[config.mk]
export PLATFORM = sky130hd
export DESIGN_NAME = pc_redirect_ctrl
export DESIGN_NICKNAME = d
export VERILOG_FILES = /design/src/rtl/pc_redirect_ctrl.sv
export SDC_FILE = /design/constraint.sdc
export NUM_CORES = 1
export LEC_CHECK = 0
export ABC_AREA = 1
export CAP_MARGIN = 20
export CELL_PAD_IN_SITES_DETAIL_PLACEMENT = 0
export CELL_PAD_IN_SITES_GLOBAL_PLACEMENT = 2
export CORE_UTILIZATION = 26
export CTS_CLUSTER_SIZE = 12
export DETAILED_ROUTE_END_ITERATION = 10
export HOLD_SLACK_MARGIN = 0.02
export PLACE_DENSITY = 0.81
export SLEW_MARGIN = 20
export SYNTH_ARGS = -nofsm -noshare
export SYNTH_HDL_FRONTEND = slang
export SYNTH_SLANG_ARGS = --single-unit
[constraint.sdc]
create_clock -name clk -period 2.15 [get_ports clk]
set_clock_uncertainty 0.2 [all_clocks]
set_input_delay 0.43 -clock clk [delete_from_list [all_inputs] [get_ports clk]]
set_output_delay 0.43 -clock clk [all_outputs]
set_load 0.02 [all_outputs]
[src/rtl/pc_redirect_ctrl.sv]
// -----------------------------------------------------------------------------
// pc_redirect_ctrl
//
// Program-counter sequencer for the pipelined core. Owns the PC register,
// applies taken branch/jump redirects resolved in EX, honours load-use stalls,
// and traps redirects whose target is misaligned or beyond the PC range.
// Keeps saturating redirect / stall counters for performance debug.
//
// Ports
//   clk           clock, all state updates on the rising edge
//   reset         synchronous active-high reset
//   Stall         load-use hazard: hold PC and IF/ID, bubble ID/EX
//   Ex_Valid      EX holds a real (non-bubble) instruction
//   PcSel         branch/jump taken
//   BrPC          redirect target
//   Trap_Ack      trap handler acceptance pulse
//   PC            current fetch address (registered)
//   Flush_IFID    squash IF/ID at next edge (combinational)
//   Flush_IDEX    squash ID/EX at next edge (combinational)
//   Trap_Req      bad-target trap pending (registered)
//   Trap_PC       offending target of the last trap (registered)
//   Redirect_Cnt  accepted redirects, saturating
//   Stall_Cnt     honoured stall cycles, saturating
// -----------------------------------------------------------------------------
module pc_redirect_ctrl #(
    parameter int              PC_W     = 9,
    parameter logic [PC_W-1:0] RESET_PC = '0,
    parameter logic [PC_W-1:0] TRAP_VEC = PC_W'('h1F0)
) (
    input  logic            clk,
    input  logic            reset,
    input  logic            Stall,
    input  logic            Ex_Valid,
    input  logic            PcSel,
    input  logic [31:0]     BrPC,
    input  logic            Trap_Ack,
    output logic [PC_W-1:0] PC,
    output logic            Flush_IFID,
    output logic            Flush_IDEX,
    output logic            Trap_Req,
    output logic [31:0]     Trap_PC,
    output logic [15:0]     Redirect_Cnt,
    output logic [15:0]     Stall_Cnt
);

    typedef enum logic {
        RUN  = 1'b0,
        TRAP = 1'b1
    } state_t;

    localparam int CNT_REDIR = 0;
    localparam int CNT_STALL = 1;

    state_t            state_reg, state_next;
    logic [PC_W-1:0]   pc_reg, pc_next;
    logic              trap_req_reg, trap_req_next;
    logic [31:0]       trap_pc_reg, trap_pc_next;
    logic [15:0]       cnt_reg [2];
    logic [1:0]        cnt_inc;
    logic              flush_ifid, flush_idex;

    logic redir;
    logic bad_target;

    assign redir      = Ex_Valid & PcSel;
    // Targets must be word aligned and fit inside the PC address space.
    assign bad_target = (BrPC[1:0] != 2'b00) || (BrPC[31:PC_W] != '0);

    // ---------------------------------------------------------------- state reg
    always_ff @(posedge clk) begin
        if (reset) begin
            state_reg <= RUN;
        end else begin
            state_reg <= state_next;
        end
    end

    // ---------------------------------------------------------------- next state
    always_comb begin
        state_next = state_reg;
        case (state_reg)
            RUN: begin
                if (redir && bad_target) begin
                    state_next = TRAP;
                end
            end
            TRAP: begin
                if (Trap_Ack) begin
                    state_next = RUN;
                end
            end
            default: state_next = RUN;
        endcase
    end

    // ---------------------------------------------------------------- outputs
    always_comb begin
        flush_ifid    = 1'b0;
        flush_idex    = 1'b0;
        pc_next       = pc_reg;
        trap_req_next = trap_req_reg;
        trap_pc_next  = trap_pc_reg;
        cnt_inc       = 2'b00;
        case (state_reg)
            RUN: begin
                if (redir) begin
                    // A redirect overrides any simultaneous stall.
                    flush_ifid = 1'b1;
                    flush_idex = 1'b1;
                    if (bad_target) begin
                        trap_req_next = 1'b1;
                        trap_pc_next  = BrPC;
                    end else begin
                        pc_next            = BrPC[PC_W-1:0];
                        cnt_inc[CNT_REDIR] = 1'b1;
                    end
                end else if (Stall) begin
                    flush_idex         = 1'b1;
                    cnt_inc[CNT_STALL] = 1'b1;
                end else begin
                    pc_next = pc_reg + PC_W'(4);
                end
            end
            TRAP: begin
                // Pipeline is kept empty until the handler accepts the trap.
                flush_ifid = 1'b1;
                flush_idex = 1'b1;
                if (Trap_Ack) begin
                    pc_next       = TRAP_VEC;
                    trap_req_next = 1'b0;
                end
            end
            default: ;
        endcase
        if (reset) begin
            flush_ifid = 1'b1;
            flush_idex = 1'b1;
        end
    end

    // ---------------------------------------------------------------- datapath regs
    always_ff @(posedge clk) begin
        if (reset) begin
            pc_reg       <= RESET_PC;
            trap_req_reg <= 1'b0;
            trap_pc_reg  <= '0;
        end else begin
            pc_reg       <= pc_next;
            trap_req_reg <= trap_req_next;
            trap_pc_reg  <= trap_pc_next;
        end
    end

    genvar gi;
    generate
        for (gi = 0; gi < 2; gi++) begin : g_cnt
            always_ff @(posedge clk) begin
                if (reset) begin
                    cnt_reg[gi] <= '0;
                end else if (cnt_inc[gi] && (cnt_reg[gi] != 16'hFFFF)) begin
                    cnt_reg[gi] <= cnt_reg[gi] + 16'd1;
                end
            end
        end
    endgenerate

    assign PC           = pc_reg;
    assign Flush_IFID   = flush_ifid;
    assign Flush_IDEX   = flush_idex;
    assign Trap_Req     = trap_req_reg;
    assign Trap_PC      = trap_pc_reg;
    assign Redirect_Cnt = cnt_reg[CNT_REDIR];
    assign Stall_Cnt    = cnt_reg[CNT_STALL];

endmodule

==> results of run 1 <==
## cells in the mapped netlist (4+ instances only)
library cell               count
sky130_fd_sc_hd__nand2_1     112
sky130_fd_sc_hd__nor2_1       58
sky130_fd_sc_hd__inv_1        51
sky130_fd_sc_hd__dfxtp_1      43
sky130_fd_sc_hd__nand3_1      43
sky130_fd_sc_hd__a21oi_1      41
sky130_fd_sc_hd__edfxtp_1     32
sky130_fd_sc_hd__xor2_1       14
sky130_fd_sc_hd__nor2_2       13
sky130_fd_sc_hd__clkbuf_1     11
sky130_fd_sc_hd__nand4_1      10
sky130_fd_sc_hd__o21ai_0       9
sky130_fd_sc_hd__nor2_4        5
sky130_fd_sc_hd__nor3_1        5
sky130_fd_sc_hd__xnor2_1       4
## worst max-delay path, cell delays in order (launching register included)
cell                              delay, ns
sky130_fd_sc_hd__edfxtp_1              0.39
sky130_fd_sc_hd__buf_4                 0.17
sky130_fd_sc_hd__clkdlybuf4s50_1       0.53
## worst max-delay path by stage
| stage | to | slack, ns | cells after the start |
|---|---|---|---|
| floorplan | cnt_reg[1][0] | 0.005 | 8 |
| global placement | cnt_reg[0][9] | -0.31 | 11 |
| detailed placement | cnt_reg[0][2] | -0.35 | 11 |
| CTS | cnt_reg[0][2] | 0.01 | 11 |
| global route | cnt_reg[0][10] | 0.006 | 11 |
| finish | Stall_Cnt[6] | 0.08 | 2 |
## timing repair
action                                  4_1_cts  5_1_grt
endpoints found under the setup margin        2       42
resized for setup                             3       10
setup buffers                                 0        1
hold endpoints to repair                      0        0
pin swaps                                     0        1
## area by class of cell
cell class,count,area [sq um],area share
sequential,75,1822,0.3197
tap,180,225.2,0.03953
clock inverter,3,13.76,0.002415
clock buffer,13,250.2,0.04392
timing repair buffer,156,1506,0.2644
multi-input combinational,333,1685,0.2958
inverter,52,195.2,0.03426
## power by group through the flow
| stage | combinational [mW] | clock (mW) | sequential [mW] |
|---|---|---|---|
| 2_1_floorplan | 0.237 | 0 | 1.76 |
| 3_3_place_gp | 0.696 | 0 | 1.67 |
| 3_5_place_dp | 0.698 | 0 | 1.67 |
| 4_1_cts | 0.700 | 1.44 | 1.64 |
| 5_1_grt | 0.761 | 1.48 | 1.65 |
| 6_report | 0.699 | 1.38 | 1.64 |
## cells by family (layout without fill, tap and decap cells)
kind of cell / Yosys count / in the layout / synth area share
compound gates: 55 / 55 / 0.07930
flops: 75 / 75 / 0.4831
fa+ha+maj: 3 / 3 / 0.009955
buf+inv: 69 / 224 / 0.07730
simple gates: 257 / 257 / 0.3086
xor+xnor: 18 / 18 / 0.04180
## metal layers
| layer | GRT usage | up-vias | share of wire |
|---|---|---|---|
| met1 | 0.1964 | 1665 | 0.46 |
| met4 | 0.05640 | 0 | 0.014 |
| met3 | 0.04693 | 9 | 0.053 |
| met2 | 0.2395 | 86 | 0.47 |
| li1 | - | 1841 | - |
| met5 | 0 | - | 0 |
## per-stage QoR
step	total power [mW]	utilization	TNS (ns)	cells	worst slack, ns
finish	3.722	0.4073	0	812	0.08337
global route	3.896	0.4073	0	812	0.005936
CTS	3.784	0.4046	0	811	0.01439
detailed placement	2.368	0.3858	-19.91	795	-0.3484
global placement	2.363	0.3858	-17.67	795	-0.3137
floorplan	1.996	-	0	477	0.004640
==> summary.txt, run 1 <==
Run status
  – Status: completed

Route
  – Routed vias/inst: 4.435
  – Routed length per instance: roughly 13 um
  – Vias after detailed routing: roughly 3600
  – Starting DRT DRC Count: roughly 230
  – First drt pass iteration count: 4
  – Wire length after detailed routing: between 10000 and 15000 um
  – Antenna viol nets, final: 0
  – DRC violations left: 0

Setup path
  – Worst-path fanout max: 4
  – Data required time at the worst endpoint: around 1.5 ns
  – R2R Path End: cnt_reg[1][10]
  – FF-to-FF setup slack: between 0.15 and 0.2 ns
  – Crit. Startpoint: cnt_reg[1][6]
  – Data arrival, critical path: about 1.4 ns
  – WS Path Type: reg2out
  – Crit start category: flop
  – Worst reg2reg path depth: 10
  – Critical Path End Type: output pin
  – Worst reg2reg startpoint: cnt_reg[1][1]

Timing
  – Fmax: 483.9 MHz
  – Post-layout min period: 2.067 ns
  – Post-Route Hold Slack: 0.2564 ns
  – Hold Fails Final Rpt: 0
  – Unrepaired setup endpoints after global routing: false
  – Number of pins exceeding their max-slew limit in the final report: 0
  – Least-Margin Pin Slew: 0.4132 ns
  – Post-route clock period utilization: 0.9612
  – Number of failing setup endpoints in the final timing report: 0
  – Worst slew slack as a fraction of its limit: 0.7246

Flow run
  – Max_cap viols: 0

Clock tree
  – Number of CTS-inserted buffers: 9
  – Clock latency of the later-clocked register in the worst-skew pair: about 0.34 ns
  – TritonCTS Sinks: between 70 and 80
  – H-tree levels: 3
  – Clk root buf: sky130_fd_sc_hd__clkbuf_16
  – Clock slew at reported path FFs: around 0.06 ns
  – Buffers from clock root to sink, at most: 2
  – Number of buffers inserted by hold repair at cts: 0
  – TritonCTS clock tree: done

Hold path
  – Endpoint with the worst hold slack: PC[1]
  – Worst Hold Path Cells: 2
  – Class of the worst hold path: reg2reg
  – Hold Path Origin: PC[1]

Logic synthesis
  – Post-synth EDFFs: 32
  – Syn Std Cell Area: approximately 3800 sq um
  – Post-synthesis cell type count: 31
  – Number of warnings reported in the yosys synthesis log: 0
  – Post-synthesis net count: approximately 520
  – Cell types occupying the most area after synthesis: sky130_fd_sc_hd__edfxtp_1 25%, sky130_fd_sc_hd__dfxtp_1 23%, sky130_fd_sc_hd__nand2_1 11%
  – Mean area per synthesized cell: just under 8 sq um
  – Flip-flop and latch count after synthesis: 75
  – Async set-reset flop share out of synthesis: 0
  – Main synth FF type: sky130_fd_sc_hd__dfxtp_1
  – Gate Count Post-Synth: about 480
  – Share of the yosys chip area belonging to registers: 0.4831
  – Area fraction of the dominant cell type after synthesis: 0.2548
  – Cell type contributing the most total cell area after synthesis: sky130_fd_sc_hd__edfxtp_1

Pwr
  – Sequential power share: 0.440
  – Leakage component of the power: approximately 2.3 nW
  – Internal power of the cells: between 2 and 3 mW
  – Proportion of power drawn by the clock network: 0.372
  – Switching part of the total power: 0.2712
  – Worst vdd ir: 0.0004202 V
  – PwrDens: about 650 nW/um^2
  – Fraction of power consumed by combinational cells: 0.188
  – Net switching component of the power: 1.009 mW

GRT
  – GR Util All Layers: 0.1527
  – Vias in the first global route: 3447
  – Initial antenna violation count: 0
  – Maximum number of pins on one net before global-route repair: 37
  – Wire length of the first global-routing pass: about 18000 um
  – Gr ovfl total: 0

Placed design
  – Placement Cell Area: about 5400 sq um
  – Count of buffers inserted at the top-level ports: 113
  – Final weighted congestion in routability-driven placement: between 0.7 and 0.8
  – Post-detailed-placement half-perimeter wirelength: around 8000 um

Layout
  – Number of nets in the layout: about 670
  – Share of cells above drive strength 1: 0.1456
  – Area growth syn-to-layout: 51.09%
  – Diode count: 0
  – Final instance area: around 5700 sq um
  – Commonest cells after routing, fill and taps aside: 111 x sky130_fd_sc_hd__nand2_1, 111 x sky130_fd_sc_hd__clkdlybuf4s50_1, 55 x sky130_fd_sc_hd__nor2_1
  – Number of inserted filler cells in the final layout: approximately 1400

Die
  – DIE AREA: about 15000 sq um
  – Core area: 13990 sq um
  – Die boundary width: between 100 and 150 um
  – Placement row count: 43
  – Die extent in y: between 100 and 150 um
  – Number of top-level design ports: between 100 and 150
  – Starting utilization of the core area: 0.2696
Power figures use the tool's default switching activity.
==> inputs of run 2 (changes only) <==
--- a/config.mk
+++ b/config.mk
@@ -14,6 +14,7 @@
 export DETAILED_ROUTE_END_ITERATION = 10
 export HOLD_SLACK_MARGIN = 0.02
 export PLACE_DENSITY = 0.81
+export REMOVE_ABC_BUFFERS = 1
 export SLEW_MARGIN = 20
 export SYNTH_ARGS = -nofsm -noshare
 export SYNTH_HDL_FRONTEND = slang
==> run 2 against run 1 <==
Against the previous run: non-clock buffer count decreased by 5; first-iteration DRC count decreased by 36%; setup slack lost 0.00070 ns; global-route usage down 0.55 points; final area barely moved; wire length shrank 0.81%; total power increased by 4.8%; fmax about the same; count of clock-buffer cells in the layout decreased by 2; critical path type unchanged; critical endpoint is now Redirect_Cnt[13]; largest power group unchanged.
==> summary.txt, run 2 (same netlist as run 1, synthesis figures left out) <==
Die
  – Core area: around 14000 sq um
  – Starting utilization of the core area: 0.2696
  – Number of top-level design ports: 114
  – Placement row count: 43
  – DIE AREA: about 15000 sq um
  – Die boundary width: approximately 120 um
  – Die extent in y: around 120 um

GRT
  – Maximum number of pins on one net before global-route repair: 37
  – Met2 track demand over resource in global routing: 0.2342
  – Met1 Resource Use GR: 0.1881
  – Wire length of the first global-routing pass: around 17000 um
  – Gr ovfl total: 0
  – Initial antenna violation count: 0
  – Vias in the first global route: 3403
  – GR Util All Layers: 0.1472
  – Global route hottest layer: met2
  – Met3 Usage GRT: 0.04089

Layout
  – Share of cells above drive strength 1: 0.1419
  – Core Util, Final: 0.4076
  – Number of nets in the layout: 663
  – Number of inserted filler cells in the final layout: 1466
  – Area growth syn-to-layout: 51.19%
  – Commonest cells after routing, fill and taps aside: 111 x sky130_fd_sc_hd__nand2_1, 111 x sky130_fd_sc_hd__clkdlybuf4s50_1, 56 x sky130_fd_sc_hd__nor2_1
  – Final instance area: 5702 sq um
  – Diode count: 0
  – Finished Layout Cells: approximately 800

Route
  – DRC violations left: 0
  – Antenna viol nets, final: 0
  – Vias after detailed routing: roughly 3500
  – Routed length per instance: around 13 um
  – Wire length after detailed routing: ~11000 um
  – Routed vias/inst: between 4 and 5
  – First drt pass iteration count: 4
  – Starting DRT DRC Count: between 100 and 150

Pwr
  – Sequential power share: 0.422
  – Switching part of the total power: 0.2647
  – Proportion of power drawn by the clock network: 0.402
  – Fraction of power consumed by combinational cells: 0.176
  – Net switching component of the power: a little over 1 mW
  – Worst vdd ir: roughly 0.0004 V
  – PwrDens: 683.8 nW/um^2
  – Final total power: 3.899 mW
  – Internal power of the cells: 2.867 mW
  – Leakage component of the power: between 2 and 2.5 nW

Hold path
  – Worst Hold Path Cells: 2
  – Class of the worst hold path: reg2reg

Timing
  – Post-Route Hold Slack: about 0.26 ns
  – Post-route clock period utilization: 0.9616
  – Setup slack of the critical path after layout: roughly 0.083 ns
  – Accumulated negative setup slack: 0 ns
  – Fmax: around 480 MHz
  – Hold Fails Final Rpt: 0
  – Worst slew slack as a fraction of its limit: 0.7333
  – Post-layout min period: 2.067 ns
  – Number of failing setup endpoints in the final timing report: 0
  – Number of pins exceeding their max-slew limit in the final report: 0
  – Least-Margin Pin Slew: roughly 0.4 ns

Clock tree
  – TritonCTS Sinks: between 70 and 80
  – Clock latency of the later-clocked register in the worst-skew pair: around 0.33 ns
  – TritonCTS clock tree: done
  – Clock slew at reported path FFs: 0.06 ns
  – Number of buffers inserted by hold repair at cts: 0
  – Buffers from clock root to sink, at most: 2
  – Clk root buf: sky130_fd_sc_hd__clkbuf_16
  – H-tree levels: 3
  – Number of CTS-inserted buffers: 9

Setup path
  – WS Path Type: reg2out
  – Crit. Startpoint: cnt_reg[0][13]
  – Slowest Stage Delay on Critical Path: about 0.65 ns
  – Slowest stage cell on the critical path: sky130_fd_sc_hd__clkdlybuf4s50_1
  – FF-to-FF setup slack: about 0.19 ns
  – Worst-path fanout max: 6
  – Worst setup path end: Redirect_Cnt[13]
  – Data required time at the worst endpoint: approximately 1.5 ns
  – R2R Path End: cnt_reg[1][15]
  – Worst reg2reg startpoint: cnt_reg[1][0]
  – Family with the most delay on the worst path: buffers and inverters
  – Critical Path End Type: output pin
  – Crit start category: flop
  – Cell Chain, Critical Path: clkdlybuf4s50_1
  – Worst reg2reg path depth: 9
  – Buffers & Inverters on Critical Path: 1
  – Data arrival, critical path: around 1.4 ns
  – Number of stages on the worst setup path: 1

Placed design
  – Final weighted congestion in routability-driven placement: 0.7670
  – Number of placed instances, taps included: just under 800
  – Placement Cell Area: approximately 5400 sq um
  – Post-detailed-placement half-perimeter wirelength: around 8100 um
  – Count of buffers inserted at the top-level ports: 113
  – Setup WS pre-CTS: -0.3303 ns

Flow run
  – Max_cap viols: 0

Run status
  – Status: completed
-- run 2: layout make-up --
class | count | area (sq um) | area share
well taps | 180 | 225.2 | 0.03950
clock buffers | 11 | 252.7 | 0.04433
inverters | 52 | 195.2 | 0.03423
clock inverters | 5 | 60.06 | 0.01053
repair buffers | 151 | 1469 | 0.2576
multi-input cells | 333 | 1678 | 0.2943
flip-flops and latches | 75 | 1822 | 0.3195
-- run 2: power groups by stage --
| stage | combinational [mW] | sequential, mW | clock, mW |
|---|---|---|---|
| floorplan | 0.217 | 1.76 | 0 |
| CTS | 0.689 | 1.65 | 1.61 |
| global route | 0.749 | 1.66 | 1.67 |
| finish | 0.684 | 1.65 | 1.57 |
| detailed placement | 0.686 | 1.68 | 0 |
| global placement | 0.684 | 1.68 | 0 |
-- run 2: timing repair --
| item | in CTS | in global routing |
|---|---|---|
| setup endpoints to repair | 2 | 45 |
| setup buffers | 0 | 2 |
| pin swaps | 0 | 1 |
| gates resized for setup | 3 | 8 |
-- run 2: per-layer routing --
layer,vias up,routed length [um]
met4,0,222
met5,-,0
li1,1835,-
met2,74,4987
met1,1621,5144
met3,13,441
-- run 2: how the worst min path moves through the flow --
stage	startpoint	to	slack, ns
after floorplan	reset	Trap_PC[0]	0.30
after global placement	Trap_PC[11]	Trap_PC[11]	0.25
after detailed placement	Trap_PC[2]	Trap_PC[2]	0.25
after CTS	Trap_PC[11]	Trap_PC[11]	0.26
after global routing	Trap_PC[29]	Trap_PC[29]	0.28
final	Trap_PC[4]	Trap_PC[4]	0.26
==> inputs of run 3 (changes only) <==
--- a/config.mk
+++ b/config.mk
@@ -6,6 +6,7 @@
 export NUM_CORES = 1
 export LEC_CHECK = 0
 export ABC_AREA = 1
+export ABC_CLOCK_PERIOD_IN_PS = 2150
 export CAP_MARGIN = 20
 export CELL_PAD_IN_SITES_DETAIL_PLACEMENT = 0
 export CELL_PAD_IN_SITES_GLOBAL_PLACEMENT = 2
==> results of run 3 <==
No change in the layout: final DEF, timing and power equal those of run 2.
